===== config.mk =====
export PLATFORM = sky130hd
export DESIGN_NAME = ifetch_ctrl_flat
export DESIGN_NICKNAME = d
export VERILOG_FILES = /design/src/rtl/ifetch_ctrl_pkg.sv /design/src/rtl/ifetch_ctrl_if.sv /design/src/rtl/ifetch_ctrl_queue.sv /design/src/rtl/ifetch_ctrl.sv /design/src/flat_wrapper.sv
export SDC_FILE = /design/constraint.sdc
export NUM_CORES = 1
export LEC_CHECK = 0
export BUFFER_PORTS_ARGS = -buffer_cell sky130_fd_sc_hd__buf_2
export CAP_MARGIN = 0
export CELL_PAD_IN_SITES_DETAIL_PLACEMENT = 0
export CELL_PAD_IN_SITES_GLOBAL_PLACEMENT = 2
export CORE_UTILIZATION = 25
export DETAILED_ROUTE_END_ITERATION = 10
export PLACE_DENSITY = 0.52
export SETUP_SLACK_MARGIN = 0.15
export SLEW_MARGIN = 20
export SYNTH_ARGS = -nofsm -noshare
export SYNTH_HDL_FRONTEND = slang
export SYNTH_SLANG_ARGS = --single-unit

===== constraint.sdc =====
create_clock -name clk -period 26.4 [get_ports clk]
set_input_delay 2.64 -clock clk [delete_from_list [all_inputs] [get_ports clk]]
set_output_delay 2.64 -clock clk [all_outputs]
set_load 0.005 [all_outputs]

===== src/rtl/ifetch_ctrl_pkg.sv =====
// ifetch_ctrl_pkg
//   Shared definitions for the instruction fetch controller: the NOP word used
//   in fault entries, instruction exception codes (also consumed by trap/CSR
//   logic), the fetch FSM state type and the instruction queue entry layout.
//   No ports.
package ifetch_ctrl_pkg;

   localparam logic [31:0] INSN_NOP             = 32'h0000_0013;
   localparam logic [3:0]  EXC_INSTR_MISALIGNED = 4'd0;
   localparam logic [3:0]  EXC_INSTR_ACCESS     = 4'd1;

   typedef enum logic {
      ST_RUN  = 1'b0,
      ST_HALT = 1'b1
   } fetch_state_e;

   typedef struct packed {
      logic        exc_en;
      logic [3:0]  exc_code;
      logic [63:0] exc_val;
      logic [63:0] pc;
      logic [31:0] data;
   } fetch_entry_t;

endpackage


===== src/rtl/ifetch_ctrl_if.sv =====
// ifetch_ctrl_if
//   Bundles the fetch controller's redirect input, instruction memory port and
//   decode handshake.
//   master : controller side (drives mem_req/mem_addr and the inst_* outputs)
//   slave  : environment side (memory, decode, redirect source)
interface ifetch_ctrl_if;

   logic        redirect_valid;
   logic [63:0] redirect_pc;

   logic        mem_req;
   logic [63:0] mem_addr;
   logic [31:0] mem_rdata;

   logic        inst_valid;
   logic        inst_ready;
   logic [31:0] inst_data;
   logic [63:0] inst_pc;
   logic        inst_exc_en;
   logic [3:0]  inst_exc_code;
   logic [63:0] inst_exc_val;

   modport master (
      input  redirect_valid, redirect_pc, mem_rdata, inst_ready,
      output mem_req, mem_addr, inst_valid, inst_data, inst_pc,
             inst_exc_en, inst_exc_code, inst_exc_val
   );

   modport slave (
      output redirect_valid, redirect_pc, mem_rdata, inst_ready,
      input  mem_req, mem_addr, inst_valid, inst_data, inst_pc,
             inst_exc_en, inst_exc_code, inst_exc_val
   );

endinterface


===== src/rtl/ifetch_ctrl_queue.sv =====
// ifetch_ctrl_queue
//   Synchronous FIFO of fetch entries between the fetch logic and decode.
//   clk, rst   : clock, synchronous active-high reset (empties the queue)
//   push/entry : write an entry (accepted when not full, or full with a pop)
//   pop        : remove the head (ignored when empty)
//   flush      : empty the queue; wins over a same-cycle push
//   head       : current head entry (undefined contents when empty)
//   full/empty/count : occupancy
module ifetch_ctrl_queue
   import ifetch_ctrl_pkg::*;
#(
   parameter int unsigned QDEPTH = 2
) (
   input  logic                      clk,
   input  logic                      rst,
   input  logic                      push,
   input  fetch_entry_t              push_entry,
   input  logic                      pop,
   input  logic                      flush,
   output fetch_entry_t              head,
   output logic                      full,
   output logic                      empty,
   output logic [$clog2(QDEPTH):0]   count
);

   localparam int AW = $clog2(QDEPTH);
   localparam int CW = AW + 1;

   fetch_entry_t    store_q [QDEPTH];
   logic [AW-1:0]   rd_ptr_q, rd_ptr_d;
   logic [AW-1:0]   wr_ptr_q, wr_ptr_d;
   logic [CW-1:0]   count_q, count_d;
   logic            pop_ok;
   logic            push_ok;

   assign full   = (count_q == CW'(QDEPTH));
   assign empty  = (count_q == '0);
   assign count  = count_q;
   assign head   = store_q[rd_ptr_q];

   assign pop_ok  = pop & ~empty;
   assign push_ok = push & (~full | pop_ok);

   always_comb begin
      rd_ptr_d = rd_ptr_q + AW'(pop_ok);
      wr_ptr_d = wr_ptr_q + AW'(push_ok);
      count_d  = count_q + CW'(push_ok) - CW'(pop_ok);
      if (flush) begin
         rd_ptr_d = '0;
         wr_ptr_d = '0;
         count_d  = '0;
      end
   end

   always_ff @(posedge clk) begin
      if (rst) begin
         rd_ptr_q <= '0;
         wr_ptr_q <= '0;
         count_q  <= '0;
      end else begin
         rd_ptr_q <= rd_ptr_d;
         wr_ptr_q <= wr_ptr_d;
         count_q  <= count_d;
      end
   end

   always_ff @(posedge clk) begin
      if (push_ok && !flush)
         store_q[wr_ptr_q] <= push_entry;
   end

endmodule


===== src/rtl/ifetch_ctrl.sv =====
// ifetch_ctrl
//   Instruction fetch controller. Owns the fetch PC, issues word reads to a
//   1-cycle-latency memory, buffers results in ifetch_ctrl_queue and presents
//   them to decode over valid/ready. Redirects flush and restart fetch; a
//   misaligned or out-of-range PC yields a single NOP fault entry and halts.
//   clk, rst : clock, synchronous active-high reset
//   bus      : redirect, memory port and decode handshake (master side)
//
//   state   | meaning
//   --------+-------------------------------------------------------------
//   ST_RUN  | fetching sequentially from fetch_pc while credit allows
//   ST_HALT | fault entry generated; no fetch until the next redirect
module ifetch_ctrl
   import ifetch_ctrl_pkg::*;
#(
   parameter logic [63:0] RESET_PC  = 64'h0,
   parameter int unsigned MEM_WORDS = 2048,
   parameter int unsigned QDEPTH    = 2
) (
   input  logic         clk,
   input  logic         rst,
   ifetch_ctrl_if.master bus
);

   localparam int CW = $clog2(QDEPTH) + 1;

   fetch_state_e   state_q, state_d;
   logic [63:0]    fetch_pc_q, fetch_pc_d;
   logic [63:0]    resp_pc_q, resp_pc_d;
   logic           inflight_q, inflight_d;
   logic           drop_q, drop_d;

   fetch_entry_t   q_head;
   fetch_entry_t   q_push_entry;
   logic           q_full;
   logic           q_empty;
   logic [CW-1:0]  q_count;
   logic           q_push;

   logic           redirect;
   logic           inst_valid;
   logic           pop;
   logic [CW:0]    used_slots;
   logic [CW:0]    slot_limit;
   logic           credit_ok;
   logic           misaligned;
   logic           out_of_range;
   logic           can_issue;
   logic           issue_mem;
   logic           issue_fault;
   logic           resp_push;

   assign redirect   = bus.redirect_valid & ~rst;
   assign inst_valid = ~q_empty & ~rst;
   assign pop        = inst_valid & bus.inst_ready;

   // count + inflight - pop < QDEPTH, rearranged to stay unsigned
   assign used_slots = {1'b0, q_count} + (CW+1)'(inflight_q);
   assign slot_limit = (CW+1)'(QDEPTH) + (CW+1)'(pop);
   assign credit_ok  = used_slots < slot_limit;

   // Full-width word index compare so huge PCs never alias into memory
   assign misaligned   = |fetch_pc_q[1:0];
   assign out_of_range = {2'b00, fetch_pc_q[63:2]} >= 64'(MEM_WORDS);

   assign can_issue   = ~rst & ~redirect & (state_q == ST_RUN) & credit_ok;
   assign issue_mem   = can_issue & ~misaligned & ~out_of_range;
   // Waiting for !inflight keeps the fault entry behind the older response
   assign issue_fault = can_issue & (misaligned | out_of_range) & ~inflight_q;

   assign resp_push = inflight_q & ~drop_q;
   assign q_push    = resp_push | issue_fault;

   always_comb begin
      q_push_entry = '0;
      if (resp_push) begin
         q_push_entry.pc   = resp_pc_q;
         q_push_entry.data = bus.mem_rdata;
      end else begin
         q_push_entry.exc_en   = 1'b1;
         q_push_entry.exc_code = misaligned ? EXC_INSTR_MISALIGNED : EXC_INSTR_ACCESS;
         q_push_entry.exc_val  = fetch_pc_q;
         q_push_entry.pc       = fetch_pc_q;
         q_push_entry.data     = INSN_NOP;
      end
   end

   ifetch_ctrl_queue #(.QDEPTH(QDEPTH)) u_queue (
      .clk        (clk),
      .rst        (rst),
      .push       (q_push),
      .push_entry (q_push_entry),
      .pop        (pop),
      .flush      (redirect),
      .head       (q_head),
      .full       (q_full),
      .empty      (q_empty),
      .count      (q_count)
   );

   always_comb begin
      state_d    = state_q;
      fetch_pc_d = fetch_pc_q;
      resp_pc_d  = resp_pc_q;
      inflight_d = issue_mem;
      drop_d     = 1'b0;
      if (issue_mem) begin
         fetch_pc_d = fetch_pc_q + 64'd4;
         resp_pc_d  = fetch_pc_q;
      end
      if (issue_fault)
         state_d = ST_HALT;
      if (redirect) begin
         state_d    = ST_RUN;
         fetch_pc_d = bus.redirect_pc;
         inflight_d = 1'b0;
         drop_d     = inflight_q;
      end
   end

   always_ff @(posedge clk) begin
      if (rst) begin
         state_q    <= ST_RUN;
         fetch_pc_q <= RESET_PC;
         resp_pc_q  <= '0;
         inflight_q <= 1'b0;
         drop_q     <= 1'b0;
      end else begin
         state_q    <= state_d;
         fetch_pc_q <= fetch_pc_d;
         resp_pc_q  <= resp_pc_d;
         inflight_q <= inflight_d;
         drop_q     <= drop_d;
      end
   end

   assign bus.mem_req       = issue_mem;
   assign bus.mem_addr      = issue_mem ? fetch_pc_q : 64'h0;
   assign bus.inst_valid    = inst_valid;
   assign bus.inst_data     = inst_valid ? q_head.data     : 32'h0;
   assign bus.inst_pc       = inst_valid ? q_head.pc       : 64'h0;
   assign bus.inst_exc_en   = inst_valid ? q_head.exc_en   : 1'b0;
   assign bus.inst_exc_code = inst_valid ? q_head.exc_code : 4'h0;
   assign bus.inst_exc_val  = inst_valid ? q_head.exc_val  : 64'h0;

   logic unused_full;
   assign unused_full = q_full;

endmodule


===== src/flat_wrapper.sv =====
// flat-port wrapper written by rule: the top's interface ports become plain ports
module ifetch_ctrl_flat import ifetch_ctrl_pkg::*;
#(
   parameter logic [63:0] RESET_PC  = 64'h0,
   parameter int unsigned MEM_WORDS = 2048,
   parameter int unsigned QDEPTH    = 2
)
  (clk, rst, bus_redirect_valid, bus_redirect_pc, bus_mem_rdata, bus_inst_ready, bus_mem_req, bus_mem_addr, bus_inst_valid, bus_inst_data, bus_inst_pc, bus_inst_exc_en, bus_inst_exc_code, bus_inst_exc_val);
  ifetch_ctrl_if bus_i ();
  input  logic clk;
  input  logic rst;
  input wire logic [$bits(bus_i.redirect_valid)-1:0] bus_redirect_valid;
  input wire logic [$bits(bus_i.redirect_pc)-1:0] bus_redirect_pc;
  input wire logic [$bits(bus_i.mem_rdata)-1:0] bus_mem_rdata;
  input wire logic [$bits(bus_i.inst_ready)-1:0] bus_inst_ready;
  output wire logic [$bits(bus_i.mem_req)-1:0] bus_mem_req;
  output wire logic [$bits(bus_i.mem_addr)-1:0] bus_mem_addr;
  output wire logic [$bits(bus_i.inst_valid)-1:0] bus_inst_valid;
  output wire logic [$bits(bus_i.inst_data)-1:0] bus_inst_data;
  output wire logic [$bits(bus_i.inst_pc)-1:0] bus_inst_pc;
  output wire logic [$bits(bus_i.inst_exc_en)-1:0] bus_inst_exc_en;
  output wire logic [$bits(bus_i.inst_exc_code)-1:0] bus_inst_exc_code;
  output wire logic [$bits(bus_i.inst_exc_val)-1:0] bus_inst_exc_val;
  assign bus_i.redirect_valid = bus_redirect_valid;
  assign bus_i.redirect_pc = bus_redirect_pc;
  assign bus_i.mem_rdata = bus_mem_rdata;
  assign bus_i.inst_ready = bus_inst_ready;
  assign bus_mem_req = bus_i.mem_req;
  assign bus_mem_addr = bus_i.mem_addr;
  assign bus_inst_valid = bus_i.inst_valid;
  assign bus_inst_data = bus_i.inst_data;
  assign bus_inst_pc = bus_i.inst_pc;
  assign bus_inst_exc_en = bus_i.inst_exc_en;
  assign bus_inst_exc_code = bus_i.inst_exc_code;
  assign bus_inst_exc_val = bus_i.inst_exc_val;
  ifetch_ctrl #(.RESET_PC(RESET_PC), .MEM_WORDS(MEM_WORDS), .QDEPTH(QDEPTH)) u_core (.clk(clk), .rst(rst), .bus(bus_i));
endmodule

==> impl_metrics.csv <==
group,metric,value,unit
run_status,status,"finished, violations left",
run_status,violations,"DRC",
timing,whs,0.457,ns
grt,grt_pass1_wl,74200,um
timing,slew_violations,0,
setup_path,slowest_delay,0.77,ns
floorplanning,core_area,73300,um^2
setup_path,timing.rr.end,"u_core.u_queue.store_q[1][12]",
cells_and_area,multi_input_area,5630,um^2
synthesis,ys_warn_count,0,
grt,antenna_found_initial,2,
timing,finalHoldViolCount,0,
timing,tightest_slew,1.08,ns
clocking,clockRootBuffer,"clkbuf_16",
synthesis,synthCells,1419,
clocking,clk_latency,0.60,ns
floorplanning,num_rows,99,
setup_path,r2r_start,"u_core.u_queue.count[0]",
grt,grt_overflow,0,
clocking,cts_buffers,54,
synthesis,yosysSeqAreaShare,66.8,%
setup_path,crit_chain,"buf_2 > buf_4 > inv_1 > o21ai_4 > buf_4 > buf_4 > nor2_1 > buf_2",
clocking,cts_max_level,2,
timing,worst_clock_skew,0.0175,ns
synthesis,syn_area_per_cell,13.1,um^2
worst_hold_path,hold_path_end,"u_core.resp_pc_q[38]",
synthesis,synth_top_cell_by_area,"edfxtp_1",
floorplanning,die_w,275,um
setup_path,cp-end-kind,"output pin",
placement,place_congestion,0.700,
placement,post-dp-hpwl,31900,um
setup_path,worst_ep_arrival_time,5.87,ns
clocking,cts_resized,0,
detailed_routing,route.detailed.drc,36,
detailed_routing,firstDrtPassIters,7,
floorplanning,initial_utilization,25.4,%
synthesis,synth_top_area_share,52.3,%
detailed_routing,routedWlPerCell,19.0,um
clocking,cts.path.max_buffers,3,
synthesis,synth_area_leaders,"edfxtp_1 (52%), dfxtp_1 (15%), mux2i_1 (12%)",
floorplanning,pin_count,331,
worst_hold_path,min-delay-start,"u_core.resp_pc_q[38]",
timing,max_slew_margin,28.3,%
setup_path,crit_slowest_cell,"buf_4",
power_and_ir_drop,power_density,72.3,nW/um^2
detailed_routing,wl,51100,um
setup_path,cp-start-kind,"input port",
detailed_routing,ant_nets,0,
synthesis,ys_types,49,
timing,fmax,117,MHz
worst_hold_path,min_path_cells,1,
clocking,clk_pin_slew_worst_paths,0.06,ns
detailed_routing,vias_per_cell,4.21,
synthesis,syn_area,18600,um^2
detailed_routing,met1Wirelength,23600,um
setup_path,crit_fanout,85,
synthesis,synth.most_common_cell,"edfxtp_1",
clocking,cts.sinks,459,
grt,grt_pass1_vias,11500,
floorplanning,die_height,275,um
placement,port_buffers,274,
setup_path,critical_path_class,"input port to output pin",
setup_path,crit_top_cell,"buf_4",
timing,final-setup-viol-count,0,
setup_path,worstPathBufferInverterCount,6,
setup_path,crit_family,"buffers and inverters",
detailed_routing,wl_met3,2330,um
setup_path,required,23.76,ns
setup_path,rrSetupSlack,22.15,ns
setup_path,reg2reg_depth,8,
cells_and_area,nFillCells,7470,
clocking,cts_tree,"done",
detailed_routing,wl_met2,24000,um
cells_and_area,drive_above_1_share,22.5,%
clocking,hold_buffers,0,
cells_and_area,area_growth,22.0,%
cells_and_area,final_net_count,1786,
synthesis,ys_ff_latch,459,
timing,fin_tns_setup,0,ns
detailed_routing,first_iter_violations,573,
synthesis,async_flop_share,0,%
power_and_ir_drop,power_leakage,0.00915,uW
worst_hold_path,hp-class,"register to register",
grt,track_usage,13.2,%
clocking,postCtsSetupBuffers,0,
timing,grt_setup_unrepaired,"no",
synthesis,synth_edf_count,324,
floorplanning,die-area,75500,um^2
power_and_ir_drop,irDropWorstVdd,0.0455,mV
timing,fin_crit,8.51,ns
run,maxCapViolCount,0,
grt,grt_max_degree,86,
synthesis,yosys_most_used_dff,"edfxtp_1",
detailed_routing,top_layer,"met4",
timing,fin_crit_sh,32.2,%
detailed_routing,vias,11300,
cells_and_area,seqCellArea,12400,um^2
synthesis,synth_common_cells,"edfxtp_1 (324), nor2_1 (231), mux2i_1 (215)",
==> sequential cells by signal (all words and copies together) (netlist names) <==
name / count
u_core.u_queue.store_q: 324
u_core.u_queue.wr_ptr_q: 1
u_core.state_q: 1
u_core.drop_q: 1
u_core.inflight_q: 1
u_core.u_queue.count: 2
u_core.resp_pc_q: 64
u_core.u_queue.rd_ptr_q: 1
u_core.fetch_pc_q: 64
==> how the worst max path moves through the flow <==
stage / start / to / slack [ns] / cells past startpoint
2_1_floorplan: rst / u_core.u_queue.store_q[1][0] / 4.91 / 6
3_3_place_gp: rst / bus_inst_pc[46] / 17.85 / 8
3_5_place_dp: rst / bus_inst_data[15] / 17.69 / 8
4_1_cts: rst / bus_inst_data[15] / 17.70 / 8
5_1_grt: rst / bus_inst_data[15] / 17.51 / 8
6_report: rst / bus_inst_data[15] / 17.89 / 8
==> stage by stage <==
| stage | power, uW | instance area [um^2] | instances | utilization [%] | worst slack (ns) |
|---|---|---|---|---|---|
| 2_1_floorplan | 872 | 18800 | 1474 | - | 4.91 |
| 4_1_cts | 1670 | 22700 | 2686 | 30.9 | 17.70 |
| 5_1_grt | 1710 | 22700 | 2687 | 30.9 | 17.51 |
| 6_report | 1640 | 22700 | 2690 | 30.9 | 17.89 |
| 3_5_place_dp | 898 | 20800 | 2584 | 28.4 | 17.69 |
| 3_3_place_gp | 897 | 20800 | 2584 | 28.4 | 17.85 |
==> per-layer routing <==
metal | global-route usage [%] | up-vias
met2 | 21.5 | 227
met1 | 17.7 | 5544
met5 | 0 | -
met4 | 4.08 | 0
li1 | - | 5476
met3 | 2.42 | 76
==> logic make-up after synthesis <==
logic type	share of synthesized area [%]
AOI/OAI and AO/OA	4.57
xor gates and xnor gates	0.0942
adders and majority gates	0.336
buffers and inverters	4.37
DFF	66.8
muxes	11.6
other	0.0202
and+or+nand+nor	12.1
==> cells in the final DEF (no fill, tap or decap), types with 15 or more instances in the layout <==
cell and n:
buf_2 273, buf_4 20, and2_1 146, o21ai_0 16, mux2i_1 215, dfxtp_1 134
edfxtp_1 324, inv_1 17, nor2_1 231, a21o_1 64, nand3_1 15, conb_1 56
clkbuf_16 57
==> power by group <==
group / total (uW) / internal (uW) / switching [uW]
clock network: 762 / 466 / 296
logic: 79.1 / 28.8 / 50.3
registers: 800 / 791 / 9.50
total: 1640 / 1290 / 356
==> area by class of cell <==
class	instances	area share, %
Sequential cell	459	54.8
Timing Repair Buffer	293	6.68
Tap cell	959	5.29
Clock inverter	25	1.09
Inverter	18	0.298
Multi-Input combinational cell	855	24.8
Antenna cell	4	0.0441
Clock buffer	77	7.01
(Power assumes the default switching activity.)
